[src/rtl/led_flow_ctrl_pkg.sv]
// led_flow_ctrl_pkg: state/mode encodings, LED count default and one-hot helper. Rev 1.0
`default_nettype none

package led_flow_ctrl_pkg;

  localparam int LED_NUM_DEFAULT = 8;

  typedef enum logic [1:0] {
    MODE_LEFT  = 2'b00,
    MODE_RIGHT = 2'b01,
    MODE_PP    = 2'b10,
    MODE_HOLD  = 2'b11
  } mode_e;

  typedef enum logic [1:0] {
    ST_PAUSE = 2'd0,
    ST_LEFT  = 2'd1,
    ST_RIGHT = 2'd2,
    ST_PP    = 2'd3
  } state_e;

  typedef enum logic {
    DIR_UP   = 1'b0,
    DIR_DOWN = 1'b1
  } dir_e;

  // Clearing the lowest set bit leaves zero only for exactly one set bit.
  function automatic logic is_onehot(input logic [31:0] v);
    return (v != 32'd0) && ((v & (v - 32'd1)) == 32'd0);
  endfunction

endpackage

`default_nettype wire

[src/rtl/rise_edge_det.sv]
// rise_edge_det: one-cycle pulse on a 0->1 level transition; history resets high. Rev 1.0
`default_nettype none

module rise_edge_det (
  input  logic clk,
  input  logic rst_n,
  input  logic level,
  output logic pulse
);

  logic level_d;

  always_ff @(posedge clk or negedge rst_n) begin
    if (!rst_n) level_d <= 1'b1;
    else        level_d <= level;
  end

  assign pulse = level & ~level_d;

endmodule

`default_nettype wire

[src/rtl/led_flow_ctrl.sv]
// led_flow_ctrl: one-hot LED pattern stepped on each 1 Hz rising edge. Rev 1.0
// Optional ping-pong mode is built when LED_FLOW_PINGPONG_EN is defined.
`default_nettype none

module led_flow_ctrl
  import led_flow_ctrl_pkg::*;
#(
  parameter int LED_NUM = LED_NUM_DEFAULT
) (
  input  logic               clk,
  input  logic               rst_n,
  input  logic               clk_1hz_in,
  input  logic               run,
  input  logic [1:0]         mode,
  output logic [LED_NUM-1:0] led,
  output logic               step,
  output logic               wrap
);

  logic               tick;
  state_e             state, state_nxt;
  logic [LED_NUM-1:0] led_nxt;
  logic               step_nxt, wrap_nxt;
`ifdef LED_FLOW_PINGPONG_EN
  dir_e               dir, dir_nxt;
`endif

  rise_edge_det u_tick (
    .clk   (clk),
    .rst_n (rst_n),
    .level (clk_1hz_in),
    .pulse (tick)
  );

  always_ff @(posedge clk or negedge rst_n) begin
    if (!rst_n) begin
      state <= ST_PAUSE;
      led   <= {{(LED_NUM-1){1'b0}}, 1'b1};
      step  <= 1'b0;
      wrap  <= 1'b0;
`ifdef LED_FLOW_PINGPONG_EN
      dir   <= DIR_UP;
`endif
    end else begin
      state <= state_nxt;
      led   <= led_nxt;
      step  <= step_nxt;
      wrap  <= wrap_nxt;
`ifdef LED_FLOW_PINGPONG_EN
      dir   <= dir_nxt;
`endif
    end
  end

  always_comb begin
    state_nxt = ST_PAUSE;
    led_nxt   = led;
    step_nxt  = 1'b0;
    wrap_nxt  = 1'b0;
`ifdef LED_FLOW_PINGPONG_EN
    dir_nxt   = dir;
`endif

    if (run) begin
      case (mode)
        MODE_RIGHT: state_nxt = ST_RIGHT;
        MODE_HOLD:  state_nxt = ST_PAUSE;
`ifdef LED_FLOW_PINGPONG_EN
        MODE_PP:    state_nxt = ST_PP;
`endif
        default:    state_nxt = ST_LEFT;
      endcase
    end

`ifdef LED_FLOW_PINGPONG_EN
    // Arriving at the top end means the only way forward is down.
    if (state_nxt == ST_PP && state != ST_PP)
      dir_nxt = led[LED_NUM-1] ? DIR_DOWN : DIR_UP;
`endif

    // The move is decided by the registered state, so a same-cycle mode change waits a tick.
    if (tick && state != ST_PAUSE) begin
      step_nxt = 1'b1;
      if (!is_onehot(32'(led))) begin
        led_nxt = {{(LED_NUM-1){1'b0}}, 1'b1};
      end else begin
        case (state)
          ST_LEFT: begin
            led_nxt  = {led[LED_NUM-2:0], led[LED_NUM-1]};
            wrap_nxt = led[LED_NUM-1];
          end
          ST_RIGHT: begin
            led_nxt  = {led[0], led[LED_NUM-1:1]};
            wrap_nxt = led[0];
          end
`ifdef LED_FLOW_PINGPONG_EN
          ST_PP: begin
            if (dir == DIR_UP) begin
              if (led[LED_NUM-1]) begin
                led_nxt  = led >> 1;
                dir_nxt  = DIR_DOWN;
                wrap_nxt = 1'b1;
              end else begin
                led_nxt  = led << 1;
              end
            end else begin
              if (led[0]) begin
                led_nxt  = led << 1;
                dir_nxt  = DIR_UP;
                wrap_nxt = 1'b1;
              end else begin
                led_nxt  = led >> 1;
              end
            end
          end
`endif
          default: begin
            led_nxt  = led;
            step_nxt = 1'b0;
          end
        endcase
      end
    end
  end

endmodule

`default_nettype wire

[config.mk]
export PLATFORM = sky130hd
export DESIGN_NAME = led_flow_ctrl
export DESIGN_NICKNAME = d
export VERILOG_FILES = /design/src/rtl/led_flow_ctrl_pkg.sv /design/src/rtl/rise_edge_det.sv /design/src/rtl/led_flow_ctrl.sv
export SDC_FILE = /design/constraint.sdc
export NUM_CORES = 1
export LEC_CHECK = 0
export ABC_AREA = 1
export ABC_CLOCK_PERIOD_IN_PS = 1450
export CORE_MARGIN = 8
export CORE_UTILIZATION = 47
export CTS_BUF_LIST = sky130_fd_sc_hd__clkbuf_2 sky130_fd_sc_hd__clkbuf_4 sky130_fd_sc_hd__clkbuf_8
export DETAILED_ROUTE_END_ITERATION = 8
export PLACE_DENSITY_LB_ADDON = 0.2
export SYNTH_ARGS = -nofsm -noshare
export SYNTH_HDL_FRONTEND = slang
export SYNTH_SLANG_ARGS = --single-unit
[constraint.sdc]
create_clock -name clk -period 1.45 [get_ports clk]
set_input_delay 0.29 -clock clk [delete_from_list [all_inputs] [get_ports clk]]
set_output_delay 0.29 -clock clk [all_outputs]
set_load 0.01 [all_outputs]
==> summary.md, run 1 <==
| Metric | Value |
|---|---|
| Max Clock Freq | 670 MHz |
| Avg Vias per Cell | 5.14 |
| Clock Latency Late Sink | 0.28 ns |
| Most frequent cells in the layout | nand2_1 (31), buf_4 (14), inv_1 (8), nand3_1 (8), dlygate4sd2_1 (8) |
| Post-DRT Antenna Nets | 0 |
| Overflow after GRT | 0 |
| Arrival @ worst endpoint | 1.70 ns |
| Slew Limit Headroom | 69.7% |
| Total Nets Final | 148 |
| Worst ir drop on vdd | 0.842 mV |
| P_leak | 0.661 nW |
| Layout Skew | 0.00288 ns |
| Share of the synthesized area in the top cell type | 34.3% |
| DIE HEIGHT | 57.3 µm |
| Global-route wire length before repair | 3390 µm |
| Ratio of cells with drive above 1 in the final layout | 35.5% |
| Row count | 15 |
| Fin Setup TNS | -0.172 ns |
| Pwr dens | 972 nW/µm² |
| Endpoints failing setup | 8 |
| Worst-Margin Slew | 0.454 ns |
| Number of DRC markers in iteration 0 | 12 |
| Filler cells | 132 |
| Vias | 796 |
| Sink Count | 13 |
| Clock slew at reported path FFs | 0.08 ns |
| Initial antenna violation count | 0 |
| Post-synth cell types | 22 |
| Final Hold Viols | 0 |
| Detailed placement HPWL | 1450 µm |
| Synth Register Bits | 13 |
| Min-Delay Path Class | input port to asynchronous set/reset pin |
| Core area | 1670 µm² |
| Final WS setup | -0.0417 ns |
| Synth warnings | 0 |
| DIE AREA | 3290 µm² |
| Nature of the critical path startpoint | flip-flop |
| RSZ-0062 raised after global routing | yes |
| Synthesized area per cell | 7.72 µm² |
| Pin count of the biggest net entering global routing | 14 |
| Finished Core Util | 71.2% |
| TritonRoute pass-1 iters | 4 |
| Status | finished, violations left |
| Area contributors post-synth | dfrtp_1 (34%), nand2_1 (17%), dfstp_2 (6.5%) |
| Initial Utilization | 48.1% |
| TritonCTS Buffers | 3 |
| Post-synth net total | 113 |
| Failing checks | negative setup slack |
| Layout Area Growth over Synthesis | 48.1% |
| Multi-input logic area | 507 µm² |
| Vias in the first global route | 775 |
| Minimum clock period | 1.49 ns |
| Total power | 0.00116 W |
| Reg2reg setup slack | -0.04 ns |
| Reg2reg path depth | 9 |
| Max cap viols | 0 |
| Worst path slowest cell | dfrtp_2 |
| Critical path type | flip-flop to flip-flop |
| Syn Std Cell Area | 803 µm² |
| CP endpoint kind | flip-flop |
| PortBufs | 15 |
| Global-route usage over all layers | 13.3% |
| Critical Path RT | 1.66 ns |
| Drt total wl | 2120 µm |
| Cell taking the most area after synthesis | dfrtp_1 |
| Max stage delay on crit path | 0.46 ns |
| Max Slew Vio Count | 0 |
| Die Width | 57.3 µm |
| Max clock buf depth | 2 |
| Crit path cell chain | inv_2, nand2_2, nor2_2, nand2_2, a21oi_4, nand3_4, nor2_4, nand2_1, nand2_1 |
| Final critical-path share of the clock period | 103% |
| Reg area | 333 µm² |
| Sequential fraction of the synthesis area | 40.8% |
| Clock Tree Root | clkbuf_4 |
| CTS tree | done |
| Top Ports | 16 |
| RR Endpoint | led[6] |
| CP max FO | 7 |
| DRC | 0 |
| R2r startpoint | led[1] |
| ANT cells | 0 |
| DR WL/cell | 13.7 µm |
| Post-Syn Instances | 104 |
| Placer Congestion | 0.828 |
| Most common cell after layout, fill and taps aside | nand2_1 |
| H-tree levels | 1 |
| # hold bufs at CTS | 0 |
-- area by class of cell --
type                    count  area share (%)
multi-input cells          81            42.6
flip-flops and latches     13            28.0
repair buffers             30            22.0
inverters                  10            3.15
clock buffers               4            2.52
well taps                  17            1.79
-- per-layer routing --
| metal | up-vias | track usage [%] | share of wire, % |
|---|---|---|---|
| met3 | 7 | 5.83 | 5.3 |
| li1 | 404 | - | - |
| met5 | - | 0 | 0 |
| met2 | 17 | 21.9 | 49 |
| met4 | 0 | 6.79 | 1.9 |
| met1 | 368 | 14.2 | 43 |
-- state kept, by name (all words and copies together) (netlist names) --
signal	flops
led	8
wrap	1
u_tick.level_d	1
state	2
step	1
-- logic make-up (layout without fill, tap and decap cells) --
| logic type | count (synthesis) | count (layout) | share of synthesized area, % |
|---|---|---|---|
| buf+inv | 11 | 44 | 5.14 |
| flops | 13 | 13 | 40.8 |
| mux | 1 | 1 | 1.25 |
| compound gates | 13 | 13 | 11.2 |
| simple gates | 63 | 64 | 36.9 |
| fa+ha+maj | 3 | 3 | 4.67 |
-- how the worst max path moves through the flow --
stage / from / to / slack (ns) / cells past startpoint
global route: led[2] / led[2] / -0.14 / 7
finish: led[1] / led[6] / -0.04 / 9
CTS: led[3] / led[6] / -0.01 / 8
floorplan: state[0] / led[1] / 0.02 / 7
global placement: clk_1hz_in / led[6] / -0.09 / 6
detailed placement: clk_1hz_in / led[3] / -0.13 / 6
-- Yosys cell counts (all sizes together) --
library cell  count
dfstp             2
ha                3
nor3b             1
nor2             13
mux2i             1
a21oi             5
a211oi            1
o21ai             7
nand4             1
dfrtp            11
nand3            11
inv              10
clkbuf            1
nand2            37
-- stage by stage --
stage	cells	worst slack [ns]	area, µm²	hold WS (ns)
global placement	143	-0.0945	1030	0.610
CTS	153	-0.0106	1140	0.319
floorplan	104	0.0242	803	-0.00559
global route	155	-0.141	1190	0.332
finish	155	-0.0417	1190	0.318
detailed placement	143	-0.130	1030	0.609
-- power by group --
part,internal [W],switching [W],total [W]
clock network,0.000125,0.000114,0.000239
logic,0.000199,0.000271,0.000471
registers,0.000404,0.0000430,0.000447
total,0.000729,0.000428,0.00116
-- worst max-delay path, delay by kind of cell (launching register included) --
family                 cells  cell delay (ns)
buffers and inverters      1             0.08
AO/OA/AOI/OAI              1             0.15
AND/OR/NAND/NOR            7             0.73
flip-flops                 1             0.46
-- timing repair --
item / CTS / global route
pin swaps: 10 / 13
setup buffers: 5 / 2
resized for setup: 25 / 8
endpoints found under the setup margin: 15 / 13
cloned: 1 / 0
Note: power is estimated with default switching activity, not from simulation.
==> run 2: changes to the inputs <==
- CAP_MARGIN: not set -> 40
- CELL_PAD_IN_SITES_DETAIL_PLACEMENT: not set -> 1
- CELL_PAD_IN_SITES_GLOBAL_PLACEMENT: not set -> 2
- CORE_UTILIZATION: 47 -> 27
- CTS_CLUSTER_SIZE: not set -> 16
==> run 2 against run 1 <==
Net effect: the run still ends with negative setup slack left; hold slack got worse by 0.047 ns; clock skew fell by 0.00051 ns; sequential share of layout area fell by 0.28 points; flip-flop and latch count did not move; die area rose by 51%; clock power rose by 3%; final cell count rose by 12%; critical path type unchanged; largest power group unchanged; highest routed layer unchanged.
==> summary.md, run 2 (synthesized netlist as in run 1, its figures left out) <==
| Metric | Value |
|---|---|
| Status | finished, violations left |
| Failing checks | negative setup slack |
| PortBufs | 15 (unchanged) |
| Pwr dens | 976 nW/µm² (+0.41%) |
| Worst path slowest cell | dfrtp_2 |
| Clock network fraction of total power | 20.8% (about the same) |
| Placer Congestion | 0.803 (-3.0%) |
| RR Endpoint | led[1] |
| Vias | 827 (+3.9%) |
| Reg area | 335 µm² (+0.75%) |
| Logic pwr share | 41.3% (+0.6 points) |
| Finished Layout Cells | 173 (+12%) |
| Biggest regs | led (8), state (2) |
| Final WS setup | -0.0571 ns (-0.0154 ns) |
| Layout Area Growth over Synthesis | 50.8% |
| TritonRoute pass-1 iters | 4 (unchanged) |
| Max reg flops | 8 (unchanged) |
| Finished Core Util | 43.5% (-28 points) |
| Worst hold margin | 0.270 ns (-0.0474 ns) |
| Initial Utilization | 28.9% (-19 points) |
| DP Worst Slack | -0.0949 ns (+0.0353 ns) |
| Most flop-heavy register | led |
| CTS tree | done |
| Top Ports | 16 (unchanged) |
| Final Hold Viols | 0 (unchanged) |
| # placed instances | 160 (+12%) |
| R2r startpoint | led[4] |
| Number of DRC markers in iteration 0 | 4 (-8) |
| Die Width | 70.5 µm (+23%) |
| Layout Skew | 0.00237 ns (-0.000509 ns) |
| Avg Vias per Cell | 4.78 (-6.9%) |
| Int Power | 0.000745 W (+2.3%) |
| Last element of the critical path | led[1] |
| Filler cells | 344 (+160%) |
| ANT cells | 0 (unchanged) |
| Crit path cell chain | buf_6, nand2_2, nand2_1, inv_1, nand2_2, a21oi_4, nand3_4, nor2_4, nand2_1, nand2_1 |
| CP endpoint kind | flip-flop |
| Vias in the first global route | 899 (+16%) |
| Row count | 19 (+4) |
| Endpoints failing setup | 9 (+1) |
| DIE AREA | 4980 µm² (+51%) |
| Clock Latency Late Sink | 0.28 ns (about the same) |
| Max Clock Freq | 664 MHz (-1.0%) |
| Worst ir drop on vdd | 0.768 mV (-8.9%) |
| Max stage delay on crit path | 0.46 ns (about the same) |
| DRC | 0 (unchanged) |
| Core area | 2780 µm² (+67%) |
| DIE HEIGHT | 70.5 µm (+23%) |
| Nature of the critical path startpoint | flip-flop |
| Total Nets Final | 152 (+2.7%) |
| Overflow after GRT | 0 (unchanged) |
| Critical Path RT | 1.67 ns (about the same) |
| Drt total wl | 2480 µm (+17%) |
| Max clock buf depth | 2 (unchanged) |
| Pin count of the biggest net entering global routing | 11 (-3) |
| Global-route wire length before repair | 4310 µm (+27%) |
| Most frequent cells in the layout | nand2_1 (31), buf_4 (18), nand3_1 (10), inv_1 (9), dlygate4sd2_1 (8) |
| Psw | 0.000437 W (+2.1%) |
| P_leak | 0.647 nW (-2.2%) |
| Detailed placement HPWL | 1830 µm (+27%) |
| Worst-Margin Slew | 0.337 ns (-0.117 ns) |
| H-tree levels | 1 (unchanged) |
| Reg2reg setup slack | -0.06 ns (-0.02 ns) |
| Initial antenna violation count | 0 (unchanged) |
| CP max FO | 7 (unchanged) |
| RSZ-0062 raised after global routing | yes |
| DR WL/cell | 14.3 µm (+4.5%) |
| Most common cell after layout, fill and taps aside | nand2_1 |
| Final critical-path share of the clock period | 104% (+1.1 points) |
| Post-DRT Antenna Nets | 0 (unchanged) |
| Clock Tree Root | clkbuf_4 |
| Net Sw Frac | 37.0% (-0.043 points) |
| Max Slew Vio Count | 0 (unchanged) |
| Sequential cell fraction of total power | 38.0% (-0.6 points) |
| Minimum clock period | 1.51 ns (+0.0154 ns) |
| Arrival @ worst endpoint | 1.73 ns (+0.03 ns) |
| Most frequent CP cell | nand2_1 |
| Global-route usage over all layers | 10.5% (-2.9 points) |
| Min-Delay Path Class | input port to asynchronous set/reset pin |
| Reg2reg path depth | 10 (+1) |
| Critical path type | flip-flop to flip-flop |
| Max cap viols | 0 (unchanged) |
| CP Launch Point | led[4] |
| Ratio of cells with drive above 1 in the final layout | 36.6% (+1.1 points) |
| Post-route cell area | 1210 µm² (+1.8%) |
| Multi-input logic area | 469 µm² (-7.4%) |
| Sink Count | 13 (unchanged) |
| TritonCTS Buffers | 3 (unchanged) |
| Clock slew at reported path FFs | 0.08 ns (about the same) |
| Slew Limit Headroom | 77.5% (+7.7 points) |
| Placed Area | 1070 µm² (+3.9%) |
-- run 2: cell types whose count changed in the layout (fill, tap and decap cells not counted), moves of 2 or more --
| cell | delta |
|---|---|
| buf_4 | +4 |
| nor2_2 | +3 |
| nor2_4 | -3 |
| dfrtp_1 | -2 |
| dfrtp_2 | +2 |
| nand3_1 | +2 |
| nand3_2 | -2 |
-- run 2: area by class of cell --
class                      count  share of cell area [%]
timing repair buffer          35                    24.8
sequential                    13                    27.7
inverter                      10                    3.10
tap                           31                    3.20
clock buffer                   4                    2.48
multi-input combinational     80                    38.7
-- run 2: power groups by stage --
stage / clock network (W) / registers (W) / logic [W]
after detailed placement: 0 / 0.000452 / 0.000429
after global routing: 0.000280 / 0.000458 / 0.000543
after floorplan: 0 / 0.000459 / 0.000248
final: 0.000245 / 0.000449 / 0.000488
after CTS: 0.000259 / 0.000450 / 0.000470
after global placement: 0 / 0.000450 / 0.000423
-- run 2: timing repair --
action | CTS | global route
setup buffers | 8 | 1
resized for setup | 20 | 9
endpoints found under the setup margin | 18 | 13
pin swaps | 10 | 12
hold buffers | 0 | 0
-- run 2: through the flow --
step / setup TNS, ns / power (W)
floorplan: 0 / 0.000708
global placement: -0.444 / 0.000873
detailed placement: -0.675 / 0.000881
CTS: -0.473 / 0.00118
global route: -1.42 / 0.00128
finish: -0.316 / 0.00118
-- run 2: worst min path at each step --
| stage | from | end | slack, ns | cells past startpoint |
|---|---|---|---|---|
| final | rst_n | led[2] | 0.27 | 1 |
| after global routing | rst_n | led[2] | 0.27 | 1 |
| after detailed placement | rst_n | led[2] | 0.58 | 1 |
| after global placement | rst_n | led[2] | 0.57 | 1 |
| after CTS | rst_n | step | 0.27 | 1 |
| after floorplan | rst_n | led[1] | -0.006 | 0 |
-- run 2: per-layer routing --
layer  wire length (µm)  track usage (%)
met1               1100             12.2
met2               1200             17.4
met3                150             4.46
met4                 27             2.63
met5                  0                0
-- run 2: critical path, delay by kind of cell (launching register included) --
kind / cells / cell delay [ns]
buffers and inverters: 2 / 0.20
AOI/OAI and AO/OA: 1 / 0.14
DFF: 1 / 0.46
and+or+nand+nor: 7 / 0.65
==> edit (settings of run 2) <==
Make the reset (`rst_n`) synchronous in 2 clocked blocks.
--- a/src/rtl/rise_edge_det.sv
+++ b/src/rtl/rise_edge_det.sv
@@ -11,5 +11,5 @@
   logic level_d;
 
-  always_ff @(posedge clk or negedge rst_n) begin
+  always_ff @(posedge clk) begin
     if (!rst_n) level_d <= 1'b1;
     else        level_d <= level;
--- a/src/rtl/led_flow_ctrl.sv
+++ b/src/rtl/led_flow_ctrl.sv
@@ -33,5 +33,5 @@
   );
 
-  always_ff @(posedge clk or negedge rst_n) begin
+  always_ff @(posedge clk) begin
     if (!rst_n) begin
       state <= ST_PAUSE;
Check against the original RTL: differs if rst_n is asserted again (counterexample within 4 cycles, from zero or initial values and one cycle with rst_n low); with rst_n held inactive, the same outputs for 10 cycles.
==> edit against run 2 <==
- routed wire length fell by 1.2%
- worst setup slack improved by 0.082 ns
- hold slack improved by 0.26 ns
- non-clock buffer count down 12
- area after synthesis rose by 7.5%
- sequential cell count stayed put
- design area increased by 0.62%
Power is not compared: it rests on default switching activity, and its combinational part moved more than twofold at a synthesized area within 25%.
==> edit: results (changes against run 2) <==
metric;value;unit;change
outcome;completed;;was finished, violations left
CTS max path bufs;2;;unchanged
Clock Pin Slew Worst Setup and Hold Paths;0.08;ns;about the same
share of layout cells above drive strength 1;0.319;;was 0.366
Detailed Place HPWL;1950;um;was 1830 um
register area share after synthesis;0.301;;was 0.408
number of global-route vias before repair;917;;was 899
Leakage;0.000571;uW;
CTS Buf Count;3;;unchanged
Async S/R FF share, synth;0;;was 1.00
Largest regs;led x8, state x2;;unchanged
Fill cells;381;;was 344
nets@finish;154;;was 152
Compound-Gate Fraction of Synth Area;0.0986;;was 0.112
Slowest Stage Delay on Critical Path;0.53;ns;was 0.46 ns
Post-Route WL;2450;um;was 2480 um
H-tree Lvls;1;;unchanged
antenna violations before repair;0;;unchanged
warnings from Yosys;0;;unchanged
Seq. pwr;356;uW;
DRT iter0 DRCs;10;;was 4
Clock Latency Late Sink;0.27;ns;
largest cells by area after synthesis;dfxtp_1 (30%), nand2_1 (11%), a21oi_1 (7.5%), nor2_4 (6.5%), inv_1 (6.1%);;was dfrtp_1 (34%), nand2_1 (17%), dfstp_2 (6.5%), nand3_1 (6.2%), ha_1 (4.7%)
Worst Tran Pin Value;0.243;ns;was 0.337 ns
All-Layer GR Usage;0.0984;;was 0.105
FF+latch area;278;um^2;was 335 um^2
vias;823;;was 827
portion of netlist area occupied by mux cells;0;;was 0.0125
placed cell area;1100;um^2;was 1070 um^2
Post-Synth Adder-Cell Area;0.0435;;was 0.0467
Net Count, Synth;128;;was 113
Main synth FF type;dfxtp_1;;was dfrtp_1
largest net degree at the start of global routing;17;;was 11
top cells by count, synth;nand2_1 (26), inv_1 (14), a21oi_1 (13), dfxtp_1 (13), nor2_1 (9);;was nand2_1 (36), dfrtp_1 (11), nand3_1 (10)
placer's final routability congestion estimate;0.732;;was 0.803
cell family with most CP delay;buffers and inverters;;was simple AND/OR/NAND/NOR gates
first-pass GRT wire length;4110;um;was 4310 um
CP max stage cell;clkdlybuf4s50_1;;was dfrtp_2
antenna cells;0;;unchanged
Worst Hold Class;reg -> reg;;was in -> async
Critical Path AT;1.14;ns;was 1.73 ns
Layout Skew;0.00243;ns;was 0.00237 ns
xor/xnor share of the synthesized area;0;;unchanged
Pint;507;uW;
crit path max fanout;1;;was 7
VDD IR max;305;uV;
## edit: changes by cell type in the layout (fill, tap and decap cells not counted), sizes merged, moves of 2 or more
cell,delta
dfxtp,+13
buf,-12
dfrtp,-11
a21oi,+8
inv,+8
nand4,+6
nand3,-5
nand2,-3
nor2,+3
o21ai,-3
clkdlybuf4s50,+2
dfstp,-2
## edit: kinds of logic (layout without fill, tap and decap cells)
logic type,count (synthesis),in the layout
AO/OA/AOI/OAI,17,17
adder cells (fa/ha/maj),3,3
buffers and inverters,20,45
flip-flops,13,13
AND/OR/NAND/NOR,66,66
## edit: final timing paths
kind	slack, ns	from	to	depth (start not counted)
hold reg to reg	0.53	led[6]$_SDFFE_PN0P_	led[6]$_SDFFE_PN0P_	2
setup / recovery	0.02	wrap$_SDFF_PN0_	wrap	1
hold / removal	0.53	led[6]$_SDFFE_PN0P_	led[6]$_SDFFE_PN0P_	2
setup reg to reg	0.07	led[6]$_SDFFE_PN0P_	wrap$_SDFF_PN0_	9
## edit: cell type report
cell class,instances,share of cell area
Clock buffer,4,0.0246
Timing Repair Buffer,23,0.188
Tap cell,44,0.0452
Inverter,18,0.0554
Sequential cell,13,0.228
Multi-Input combinational cell,86,0.459
## edit: what timing repair did
action                     CTS  global route
pin swaps                    0            12
setup endpoints to repair    8             8
buffers inserted             0             3
resized for setup           14            20
## edit: metrics by stage
step	worst slack, ns	total power, uW	std cells
3_5_place_dp	-0.0352	429	181
6_report	0.0249	663	188
3_3_place_gp	-0.0222	428	181
4_1_cts	0.00673	674	185
5_1_grt	-0.0505	685	188
2_1_floorplan	0.111	404	119
## edit: layer usage
metal  track usage  wire length, um
met2         0.174             1290
met4        0.0467               29
met1         0.112             1100
met3        0.0138               35
met5             0                0
